==> config.mk <==
export PLATFORM = sky130hd
export DESIGN_NAME = pipe_stage_reg
export DESIGN_NICKNAME = d
export VERILOG_FILES = /design/src/rtl/pipe_pkg.sv /design/src/rtl/pipe_stage_reg_dreg.sv /design/src/rtl/pipe_stage_reg.sv
export SDC_FILE = /design/constraint.sdc
export NUM_CORES = 1
export LEC_CHECK = 0
export BUFFER_PORTS_ARGS = -buffer_cell sky130_fd_sc_hd__buf_2
export CAP_MARGIN = 0
export CORE_UTILIZATION = 45
export CTS_CLUSTER_SIZE = 40
export DETAILED_ROUTE_END_ITERATION = 12
export PLACE_DENSITY = 0.69
export SYNTH_ARGS = -nofsm -noshare
export SYNTH_HDL_FRONTEND = slang
export SYNTH_HIERARCHICAL = 1
export SYNTH_SLANG_ARGS = --single-unit
==> constraint.sdc <==
create_clock -name clk -period 2.5 [get_ports clk]
set_input_delay 0.25 -clock clk [delete_from_list [all_inputs] [get_ports clk]]
set_output_delay 0.25 -clock clk [all_outputs]
set_load 0.005 [all_outputs]
==> src/rtl/pipe_pkg.sv <==
// Shared definitions for pipeline stage registers.
//   stage_state_t   : occupancy state of a stage (EMPTY, FULL, SKIDFULL)
//   PIPE_NOP        : canonical no-op instruction word, used as the bubble
//                     value by stages that carry instructions
//   state_occupancy : number of held entries for a given state
package pipe_pkg;

  typedef enum logic [1:0] {
    EMPTY    = 2'd0,
    FULL     = 2'd1,
    SKIDFULL = 2'd2
  } stage_state_t;

  localparam logic [31:0] PIPE_NOP = 32'h0000_0013;

  function automatic logic [1:0] state_occupancy(input stage_state_t s);
    logic [1:0] occ;
    occ = 2'd0;
    case (s)
      EMPTY:    occ = 2'd0;
      FULL:     occ = 2'd1;
      SKIDFULL: occ = 2'd2;
      default:  occ = 2'd0;
    endcase
    return occ;
  endfunction

endpackage

==> src/rtl/pipe_stage_reg_dreg.sv <==
// Parametrised payload register with load enable.
//   clk     : clock, rising edge
//   rst     : asynchronous active-low reset, loads RST_VAL
//   en      : load d into q on the next rising edge
//   d / q   : WIDTH-bit data in / registered data out
module pipe_stage_reg_dreg #(
  parameter int               WIDTH   = 32,
  parameter logic [WIDTH-1:0] RST_VAL = '0
) (
  input  logic             clk,
  input  logic             rst,
  input  logic             en,
  input  logic [WIDTH-1:0] d,
  output logic [WIDTH-1:0] q
);

  always_ff @(posedge clk or negedge rst) begin
    if (!rst) begin
      q <= RST_VAL;
    end else if (en) begin
      q <= d;
    end
  end

endmodule

==> src/rtl/pipe_stage_reg.sv <==
// Valid/ready pipeline stage register with optional two-entry skid buffer.
//   clk, rst            : clock and asynchronous active-low reset
//   in_valid/in_ready   : upstream handshake, in_data is the payload
//   out_valid/out_ready : downstream handshake, out_data is the head payload
//                         (BUBBLE when the stage is empty)
//   flush               : discards held and incoming beats
//   clr_cnt / stall_cnt : clear / saturating count of back-pressured cycles
//   occupancy           : number of held entries (0..2)
module pipe_stage_reg
  import pipe_pkg::*;
#(
  parameter int               WIDTH  = 32,
  parameter int               SKID   = 1,
  parameter logic [WIDTH-1:0] BUBBLE = '0,
  parameter int               CNT_W  = 16
) (
  input  logic             clk,
  input  logic             rst,
  input  logic             in_valid,
  output logic             in_ready,
  input  logic [WIDTH-1:0] in_data,
  output logic             out_valid,
  input  logic             out_ready,
  output logic [WIDTH-1:0] out_data,
  input  logic             flush,
  input  logic             clr_cnt,
  output logic [CNT_W-1:0] stall_cnt,
  output logic [1:0]       occupancy
);

  localparam logic [CNT_W-1:0] CNT_MAX = '1;

  stage_state_t     state;
  stage_state_t     next_state;
  logic             in_ready_q;
  logic [CNT_W-1:0] stall_q;
  logic             accept;
  logic             pop;
  logic             head_load;
  logic             head_from_skid;
  logic             skid_load;
  logic [WIDTH-1:0] head_d;
  logic [WIDTH-1:0] head_q;
  logic [WIDTH-1:0] skid_q;

  assign out_valid = (state != EMPTY);
  assign accept    = in_valid && in_ready;
  assign pop       = out_valid && out_ready;

  // With a skid entry, in_ready comes straight from a flop so that no
  // combinational path runs from out_ready back to upstream.
  assign in_ready  = (SKID != 0) ? in_ready_q : (!out_valid || out_ready);

  assign out_data  = out_valid ? head_q : BUBBLE;
  assign stall_cnt = stall_q;
  assign occupancy = state_occupancy(state);

  // Next-state and storage-enable decode. An accept while FULL without a pop
  // can only happen with a skid entry; without one, in_ready forces a pop.
  always_comb begin
    next_state     = state;
    head_load      = 1'b0;
    head_from_skid = 1'b0;
    skid_load      = 1'b0;
    if (flush) begin
      next_state = EMPTY;
    end else begin
      case (state)
        EMPTY: begin
          if (accept) begin
            next_state = FULL;
            head_load  = 1'b1;
          end
        end
        FULL: begin
          if (accept && pop) begin
            head_load = 1'b1;
          end else if (accept && (SKID != 0)) begin
            next_state = SKIDFULL;
            skid_load  = 1'b1;
          end else if (pop) begin
            next_state = EMPTY;
          end
        end
        SKIDFULL: begin
          if (pop) begin
            next_state     = FULL;
            head_load      = 1'b1;
            head_from_skid = 1'b1;
          end
        end
        default: next_state = EMPTY;
      endcase
    end
  end

  assign head_d = head_from_skid ? skid_q : in_data;

  // State, registered in_ready and the stall counter. Flush suppresses the
  // stall increment; clr_cnt overrides any increment.
  always_ff @(posedge clk or negedge rst) begin
    if (!rst) begin
      state      <= EMPTY;
      in_ready_q <= 1'b1;
      stall_q    <= '0;
    end else begin
      state      <= next_state;
      in_ready_q <= (next_state != SKIDFULL);
      if (clr_cnt) begin
        stall_q <= '0;
      end else if (out_valid && !out_ready && !flush && (stall_q != CNT_MAX)) begin
        stall_q <= stall_q + 1'b1;
      end
    end
  end

  pipe_stage_reg_dreg #(
    .WIDTH   (WIDTH),
    .RST_VAL (BUBBLE)
  ) u_head (
    .clk (clk),
    .rst (rst),
    .en  (head_load),
    .d   (head_d),
    .q   (head_q)
  );

  generate
    if (SKID != 0) begin : g_skid
      pipe_stage_reg_dreg #(
        .WIDTH   (WIDTH),
        .RST_VAL (BUBBLE)
      ) u_skid (
        .clk (clk),
        .rst (rst),
        .en  (skid_load),
        .d   (in_data),
        .q   (skid_q)
      );
    end else begin : g_noskid
      assign skid_q = BUBBLE;
    end
  endgenerate

endmodule

==> impl_metrics.ini, run 1 <==
[critical_path]
start_kind = register
slowest_stage = dfstp_2
worstPathMaxFanout = 14
crit_family = simple AND/OR/NAND/NOR gates
crit-reg2reg-launch = in_ready
end_kind = register
critical_path.max_stage_delay_ns = 0.53
reg2reg_slack_ns = 0.37
ff2ff_path_depth = 5
r2r_end = u_head/q[31]
critPathBufInv = 1
worstPathRequired_ns = 2.72
critical_path_class = reg2reg
cp.arrival_ns = 2.34
worstPathCellList = nand2_1 -> or3b_2 -> a21oi_4 -> buf_4 -> mux2_2

[drt]
drt_pre_antenna_iters = 4
drt_iter0_markers = 51
drc = 0
num_vias = 2783
detail_route.vias_per_cell = 5.04
ant_nets = 0
drt-total-wl_microns = 8570
wire_per_inst_microns = 15.5

[sta]
grt_setup_unrepaired = false
final.setup.tns_ns = 0
hold_viol_final = 0
setup_viol = 0
finalCritPeriodShare_pct = 85.1
fmax_mhz = 470
clock_skew_ns = 0.0143
min_period_ns = 2.13
worstMarginPinSlew_ns = 1.06
timing.slew.headroom_pct = 29.6
finalMaxSlewViolations = 0

[global_routing]
grt_pass1_vias = 2701
grt_pass1_wl_microns = 13800
grt_usage_pct = 17.6
grt_max_degree = 84
overflow = 0
antenna_found_initial = 0

[synthesis]
ys_warn_count = 6
synth_cell_types = 38
syn_nets = 368
yosysSeqAreaShare_pct = 47.2
avgSynthCellArea_sq_um = 13.4
syn_inst = 329
ys_seq_elements = 83
netlist_area_sq_um = 4400

[clock_tree]
htreeDepth = 3
cts_root_buf = clkbuf_8
clk_pin_slew_worst_paths_ns = 0.08
cts_made_buffers = 9
cts-resized-gates = 0
tritoncts = built
clk_latency_ns = 0.34
holdBufCountCts = 0
post_cts.repair.setup_buffers = 0
cts_sinks = 83
clock_path_buffers = 2

[die]
coreArea_sq_um = 9370
die_y_microns = 101
die-area_sq_um = 10200
rows = 35
start_util_pct = 47.0
pin_count = 90
die_w_microns = 101

[power]
combPwrFrac_pct = 20.8
switching_share_pct = 24.4
pwr-share-clk_pct = 27.9
p_leak_nw = 2.41
power.total_mw = 3.42
p_sw_mw = 0.834
pwr-share-seq_pct = 51.4
irDropWorstVdd_v = 0.000322
power_density_nw_per_um2 = 668
p_int_mw = 2.58

[cells_and_area]
finalNetCount = 457
syn2layout_area_growth_pct = 16.2
diodes = 0
layout-drive-gt1-share_pct = 53.2
fillers = 842

[status]
status = complete, no violations

[flow_run]
cap_violations = 0

[place]
io_buffers = 89
globalplace.congestion = 0.762
dp.final_hpwl_microns = 5710

[hold_path]
min_path_type = in2async
==> cell usage in the layout, fill, tap and decap left out, types with 2 or more instances in the layout <==
master       n
a21oi_1      9
and2_1      32
buf_12       2
buf_2       88
buf_4        8
clkbuf_1     2
clkbuf_8    10
clkinvlp_4   2
dfrtp_1     82
inv_1        4
mux2_2      43
mux2_4      60
nand2_1      7
nand3_1      6
nand4_1      3
nor2_1      10
nor2b_1      9
nor3_1       4
nor4_1       6
o21a_1       2
o21ai_0      3
o31ai_1      5
or3b_2       2
or4_1        5
==> state kept, by name, summed over array words and instances (netlist names) <==
register and flops:
g_skid.u_skid/q 32, u_head/q 32, stall_cnt 16, state 2, in_ready 1
==> area by class of cell <==
| class | instances | area, sq um | area share, % |
|---|---|---|---|
| repair buffers | 98 | 541 | 10.6 |
| inverters | 4 | 15.0 | 0.293 |
| clock buffers | 12 | 145 | 2.84 |
| well taps | 129 | 161 | 3.15 |
| multi-input cells | 222 | 2130 | 41.6 |
| clock inverters | 4 | 50.0 | 0.978 |
| flip-flops and latches | 83 | 2080 | 40.6 |
==> power by group through the flow <==
stage / Combinational, mW / Sequential [mW] / Clock, mW
after floorplan: 0.547 / 1.73 / 0
after global placement: 0.697 / 1.76 / 0
after detailed placement: 0.713 / 1.78 / 0
after CTS: 0.720 / 1.76 / 0.995
after global routing: 0.771 / 1.79 / 1.05
final: 0.710 / 1.76 / 0.952
==> cell usage after synthesis, drive strengths merged <==
cell type  number  area, sq um
nand2           7         26.3
nor3            4         20.0
nor2b           9         56.3
nand2b          1         6.26
a21oi          10         50.1
nand3           6         30.0
and4            1         8.76
or3b            2         17.5
ha              1         12.5
nor2           11         41.3
or2             2         12.5
nand4           4         31.3
o21a            2         15.0
and3b           1         8.76
or3             2         13.8
inv             4         15.0
buf            14          181
dfstp           1         26.3
clkbuf          6         22.5
and3            1         6.26
xnor2           1         8.76
or4             5         37.5
nor4            7         50.1
nor4b           1         8.76
nand3b          1         7.51
o21ai           3         15.0
and2           32          200
dfrtp          82         2050
mux2          103         1390
o31ai           5         37.5
==> per-layer routing <==
layer	share of wire, %	vias up	track usage, %
met2	44	60	25.9
li1	-	1342	-
met3	5.3	5	4.92
met4	0.65	0	4.01
met1	50	1376	25.6
met5	0	-	0
==> kinds of logic after synthesis <==
family | Yosys count | synth area share [%]
buffers and inverters | 24 | 4.97
and+or+nand+nor | 97 | 13.2
xor gates and xnor gates | 1 | 0.199
adders and majority gates | 1 | 0.284
AOI/OAI and AO/OA | 20 | 2.67
DFF | 83 | 47.2
muxes | 103 | 31.4
==> metrics by stage <==
step	utilization [%]	worst slack (ns)	instances	instance area (sq um)	hold slack, ns
floorplan	-	0.593	329	4400	-0.0456
global placement	52.5	0.406	536	4920	0.482
detailed placement	52.5	0.369	536	4920	0.485
CTS	54.6	0.352	552	5120	0.111
global route	54.6	0.267	552	5120	0.107
finish	54.6	0.373	552	5120	0.0922
==> worst register-to-register path, delay by kind of cell, from the launching register on <==
kind | cells | cell delay (ns)
buffers and inverters | 1 | 0.30
and+or+nand+nor | 2 | 0.62
DFF | 1 | 0.53
muxes | 1 | 0.37
AOI/OAI and AO/OA | 1 | 0.20
==> worst max-delay path by stage <==
stage	from	endpoint	slack [ns]	depth (start not counted)
CTS	in_ready	u_head/q[31]	0.35	5
global route	in_ready	u_head/q[31]	0.27	5
detailed placement	in_ready	u_head/q[31]	0.37	5
finish	in_ready	u_head/q[31]	0.37	5
floorplan	in_ready	u_head/q[0]	0.59	6
global placement	in_ready	u_head/q[31]	0.41	5
Note: power is estimated with default switching activity, not from simulation.
==> run 2: changes to the inputs <==
--- a/config.mk
+++ b/config.mk
@@ -7,6 +7,7 @@
 export LEC_CHECK = 0
 export BUFFER_PORTS_ARGS = -buffer_cell sky130_fd_sc_hd__buf_2
 export CAP_MARGIN = 0
+export CORE_MARGIN = 4
 export CORE_UTILIZATION = 45
 export CTS_CLUSTER_SIZE = 40
 export DETAILED_ROUTE_END_ITERATION = 12
==> constraint.sdc (replaced) <==
create_clock -name clk -period 2.5 [get_ports clk]
set_input_delay 0.375 -clock clk [delete_from_list [all_inputs] [get_ports clk]]
set_output_delay 0.375 -clock clk [all_outputs]
set_load 0.005 [all_outputs]
==> impl_metrics.ini, run 2 (synthesis results as in run 1) <==
[global_routing]
grt_max_degree = 49
grt_usage_pct = 16.6
antenna_found_initial = 1
grt_pass1_vias = 2970
overflow = 0
grt_pass1_wl_microns = 14900

[place]
dp.final_hpwl_microns = 6160
globalplace.congestion = 0.787
io_buffers = 89

[critical_path]
crit-reg2reg-launch = in_ready
end_kind = output port
ff2ff_path_depth = 5
critical_path_class = reg2out
start_kind = register
cp.arrival_ns = 1.79
worstPathRequired_ns = 2.12
crit_path_start = state[1]
r2r_end = u_head/q[31]
slowest_stage = or2_2
critical_path.max_stage_delay_ns = 0.46
worstPathCellList = or2_2 -> buf_4 -> and2_1 -> buf_2
reg2reg_slack_ns = 0.38
worstPathMaxFanout = 19
cp-endpoint = out_data[25]

[power]
irDropWorstVdd_v = 0.000342
pwr-share-clk_pct = 31.1
combPwrFrac_pct = 19.9
p_leak_nw = 2.44
pwr-share-seq_pct = 49.0
p_int_mw = 2.72
switching_share_pct = 24.1
p_sw_mw = 0.863
power_density_nw_per_um2 = 692

[clock_tree]
clk_pin_slew_worst_paths_ns = 0.08
tritoncts = built
clk_latency_ns = 0.35
cts_made_buffers = 9
clock_path_buffers = 2
cts_sinks = 83
htreeDepth = 3
post_cts.repair.setup_buffers = 0
cts_root_buf = clkbuf_8
holdBufCountCts = 0
cts-resized-gates = 0

[drt]
drc = 0
detail_route.vias_per_cell = 5.20
wire_per_inst_microns = 16.4
ant_nets = 0
num_vias = 2867
drt-total-wl_microns = 9040
drt_pre_antenna_iters = 4
drt_iter0_markers = 85

[sta]
worstMarginPinSlew_ns = 0.646
min_period_ns = 2.17
hold_viol_final = 0
timing.slew.headroom_pct = 56.9
fmax_mhz = 461
setup_viol = 0
finalCritPeriodShare_pct = 86.7
grt_setup_unrepaired = false
final.setup.tns_ns = 0
finalMaxSlewViolations = 0
clock_skew_ns = 0.00505

[die]
rows = 35
die_y_microns = 107
die-area_sq_um = 11400
start_util_pct = 47.0
die_w_microns = 107
coreArea_sq_um = 9370
pin_count = 90

[cells_and_area]
syn2layout_area_growth_pct = 17.5
finalNetCount = 456
final_core_util_pct = 55.2
layout-drive-gt1-share_pct = 53.6
diodes = 0
fillers = 820
final_cell_mix = buf_2, dfrtp_1, mux2_4
final_common_cell = buf_2

[status]
status = complete, no violations

[hold_path]
min_path_type = in2async

[flow_run]
cap_violations = 0
-- run 2: changes by cell type in the layout (fill, tap and decap cells not counted), sizes merged --
cell	delta
buf	-1
clkinvlp	-1
bufinv	+1
clkinv	+1
clkbuf	-1
-- run 2: area by class of cell --
cell class	count	area [sq um]	area share, %
Multi-Input combinational cell	222	2130	41.1
Sequential cell	83	2080	40.1
Timing Repair Buffer	97	558	10.8
Tap cell	129	161	3.12
Clock buffer	11	151	2.92
Clock inverter	5	85.1	1.64
Inverter	4	15.0	0.290
-- run 2: worst min-delay path by stage --
stage                     startpoint            endpoint  slack, ns  depth (start not counted)
after floorplan                  rst  g_skid.u_skid/q[0]       0.08                          0
after global placement           rst         u_head/q[8]       0.45                          1
after detailed placement         rst         u_head/q[5]       0.45                          1
after CTS                        rst         u_head/q[5]       0.05                          1
after global routing             rst         u_head/q[5]       0.06                          1
final                            rst         u_head/q[5]       0.03                          1
-- run 2: per-stage QoR --
stage / power (mW) / setup slack, ns / hold slack (ns) / cells / area, sq um
floorplan: 2.28 / 0.593 / 0.0794 / 329 / 4400
global placement: 2.47 / 0.434 / 0.447 / 535 / 4940
detailed placement: 2.50 / 0.399 / 0.448 / 535 / 4940
CTS: 3.64 / 0.275 / 0.0514 / 551 / 5180
global route: 3.78 / 0.201 / 0.0614 / 551 / 5180
finish: 3.58 / 0.332 / 0.0273 / 551 / 5180
-- run 2: power by group through the flow --
stage	Clock, mW	Combinational [mW]	Sequential, mW
floorplan	0	0.547	1.73
global placement	0	0.705	1.76
detailed placement	0	0.720	1.78
CTS	1.16	0.726	1.76
global route	1.21	0.774	1.79
finish	1.11	0.713	1.76
-- run 2: per-layer routing --
| metal | global-route usage [%] | vias to the layer above | routed length [microns] |
|---|---|---|---|
| li1 | - | 1341 | - |
| met1 | 21.6 | 1423 | 4050 |
| met2 | 26.4 | 93 | 4340 |
| met3 | 6.20 | 8 | 563 |
| met4 | 4.11 | 2 | 59 |
| met5 | 0 | - | 13 |
-- run 2: worst max-delay path: cells and delay by family, from the launching register on --
| family | cells | cell delay [ns] |
|---|---|---|
| buffers and inverters | 2 | 0.38 |
| and+or+nand+nor | 2 | 0.65 |
| DFF | 1 | 0.42 |
==> run 3: changes to the inputs <==
--- a/config.mk
+++ b/config.mk
@@ -8,10 +8,10 @@
 export BUFFER_PORTS_ARGS = -buffer_cell sky130_fd_sc_hd__buf_2
 export CAP_MARGIN = 0
 export CORE_MARGIN = 4
-export CORE_UTILIZATION = 45
+export CORE_UTILIZATION = 55
 export CTS_CLUSTER_SIZE = 40
 export DETAILED_ROUTE_END_ITERATION = 12
-export PLACE_DENSITY = 0.69
+export PLACE_DENSITY = 0.81
 export SYNTH_ARGS = -nofsm -noshare
 export SYNTH_HDL_FRONTEND = slang
 export SYNTH_HIERARCHICAL = 1
==> impl_metrics.ini, run 3 (synthesis results as in run 1) <==
[place]
place_inst = 509
dpl_cell_area_sq_um = 4900
dp.final_hpwl_microns = 6100
io_buffers = 89
post-place-ws_ns = 0.395
globalplace.congestion = 0.787

[clock_tree]
clock_path_buffers = 2
cts_sinks = 83
clk_pin_slew_worst_paths_ns = 0.09
tritoncts = built
cts-resized-gates = 0
htreeDepth = 3
cts_made_buffers = 9
post_cts.repair.setup_buffers = 0
holdBufCountCts = 0
cts_root_buf = clkbuf_8
clk_latency_ns = 0.35

[drt]
drc = 0
ant_nets = 0
wire_per_inst_microns = 16.9
drt-total-wl_microns = 8840
drt_iter0_markers = 77
drt_pre_antenna_iters = 4
num_vias = 2873
detail_route.vias_per_cell = 5.48

[critical_path]
worstPathMaxFanout = 29
cp.arrival_ns = 1.75
critical_path_class = reg2out
critical_path.max_stage_delay_ns = 0.42
r2r_end = u_head/q[31]
worstPathRequired_ns = 2.12
start_kind = register
reg2reg_slack_ns = 0.40
slowest_stage = dfrtp_1
ff2ff_path_depth = 5
worstPathCellList = or2_2 -> buf_4 -> and2_1 -> buf_2
end_kind = output port
crit-reg2reg-launch = in_ready

[global_routing]
overflow = 0
grt_usage_pct = 19.5
grt_pass1_vias = 3049
grt_pass1_wl_microns = 15100
antenna_found_initial = 0
grt_max_degree = 43

[die]
die-area_sq_um = 9500
rows = 32
start_util_pct = 56.7
die_w_microns = 97.5
coreArea_sq_um = 7770
pin_count = 90
die_y_microns = 97.5

[sta]
final.setup.tns_ns = 0
grt_setup_unrepaired = false
timing.slew.headroom_pct = 62.5
finalMaxSlewViolations = 0
worstMarginPinSlew_ns = 0.562
min_period_ns = 2.12
clock_skew_ns = 0.0119
fmax_mhz = 471
fin_ws_ns = 0.376
finalCritPeriodShare_pct = 85.0
hold_viol_final = 0
setup_viol = 0

[cells_and_area]
final_cells = 524
layout-drive-gt1-share_pct = 53.1
syn2layout_area_growth_pct = 15.9
final_cell_mix = buf_2, dfrtp_1, mux2_4
final_common_cell = buf_2
fin_area_sq_um = 5110
diodes = 0
finalNetCount = 457

[power]
power.total_mw = 3.50
p_leak_nw = 2.43
irDropWorstVdd_v = 0.000406
power_density_nw_per_um2 = 686

[status]
status = complete, no violations

[flow_run]
cap_violations = 0

[hold_path]
min_path_type = in2async
[run 3: cell count changes in the layout (fill, tap and decap cells not counted), sizes merged]
cell,previous run,this run
buf,97,98
clkinvlp,1,0
clkinv,2,3
clkbuf,11,10
[run 3: through the flow]
step                      hold slack [ns]  utilization (%)
after floorplan                    0.0794                -
after global placement              0.400             63.1
after global routing               0.0280             65.7
final                             0.00781             65.7
after detailed placement            0.408             63.1
after CTS                          0.0164             65.7
[run 3: worst max path at each step]
| stage | slack (ns) | to | from |
|---|---|---|---|
| detailed placement | 0.40 | u_head/q[29] | in_ready |
| global route | 0.29 | out_data[31] | state[1] |
| global placement | 0.46 | u_head/q[31] | in_ready |
| CTS | 0.36 | out_data[20] | state[1] |
| finish | 0.38 | out_data[31] | state[1] |
| floorplan | 0.59 | u_head/q[0] | in_ready |
[run 3: report_power, final]
group	leakage, nW	total (mW)	internal [mW]	switching [mW]
Sequential	1.03	1.76	1.62	0.147
Combinational	1.30	0.715	0.484	0.231
Clock	0.106	1.03	0.556	0.472
[run 3: layout make-up]
cell class | count | area, sq um
fill | 622 | 2660
multi-input combinational | 222 | 2130
sequential | 83 | 2080
timing repair buffer | 98 | 553
clock buffer | 10 | 128
tap | 102 | 128
clock inverter | 5 | 78.8
inverter | 4 | 15.0
[run 3: worst max-delay path: cells and delay by family, from the launching register on]
kind                   cells  cell delay, ns
flip-flops                 1            0.42
buffers and inverters      2            0.37
AND/OR/NAND/NOR            2            0.59
[run 3: layer usage]
| metal | vias up | track usage [%] | share of wire (%) | wire length, microns |
|---|---|---|---|---|
| met5 | - | 0 | 0 | 0 |
| met4 | 0 | 4.15 | 0.52 | 46 |
| met3 | 6 | 6.03 | 5.4 | 476 |
| met2 | 80 | 33.3 | 49 | 4350 |
| met1 | 1446 | 24.5 | 45 | 3970 |
| li1 | 1341 | - | - | - |
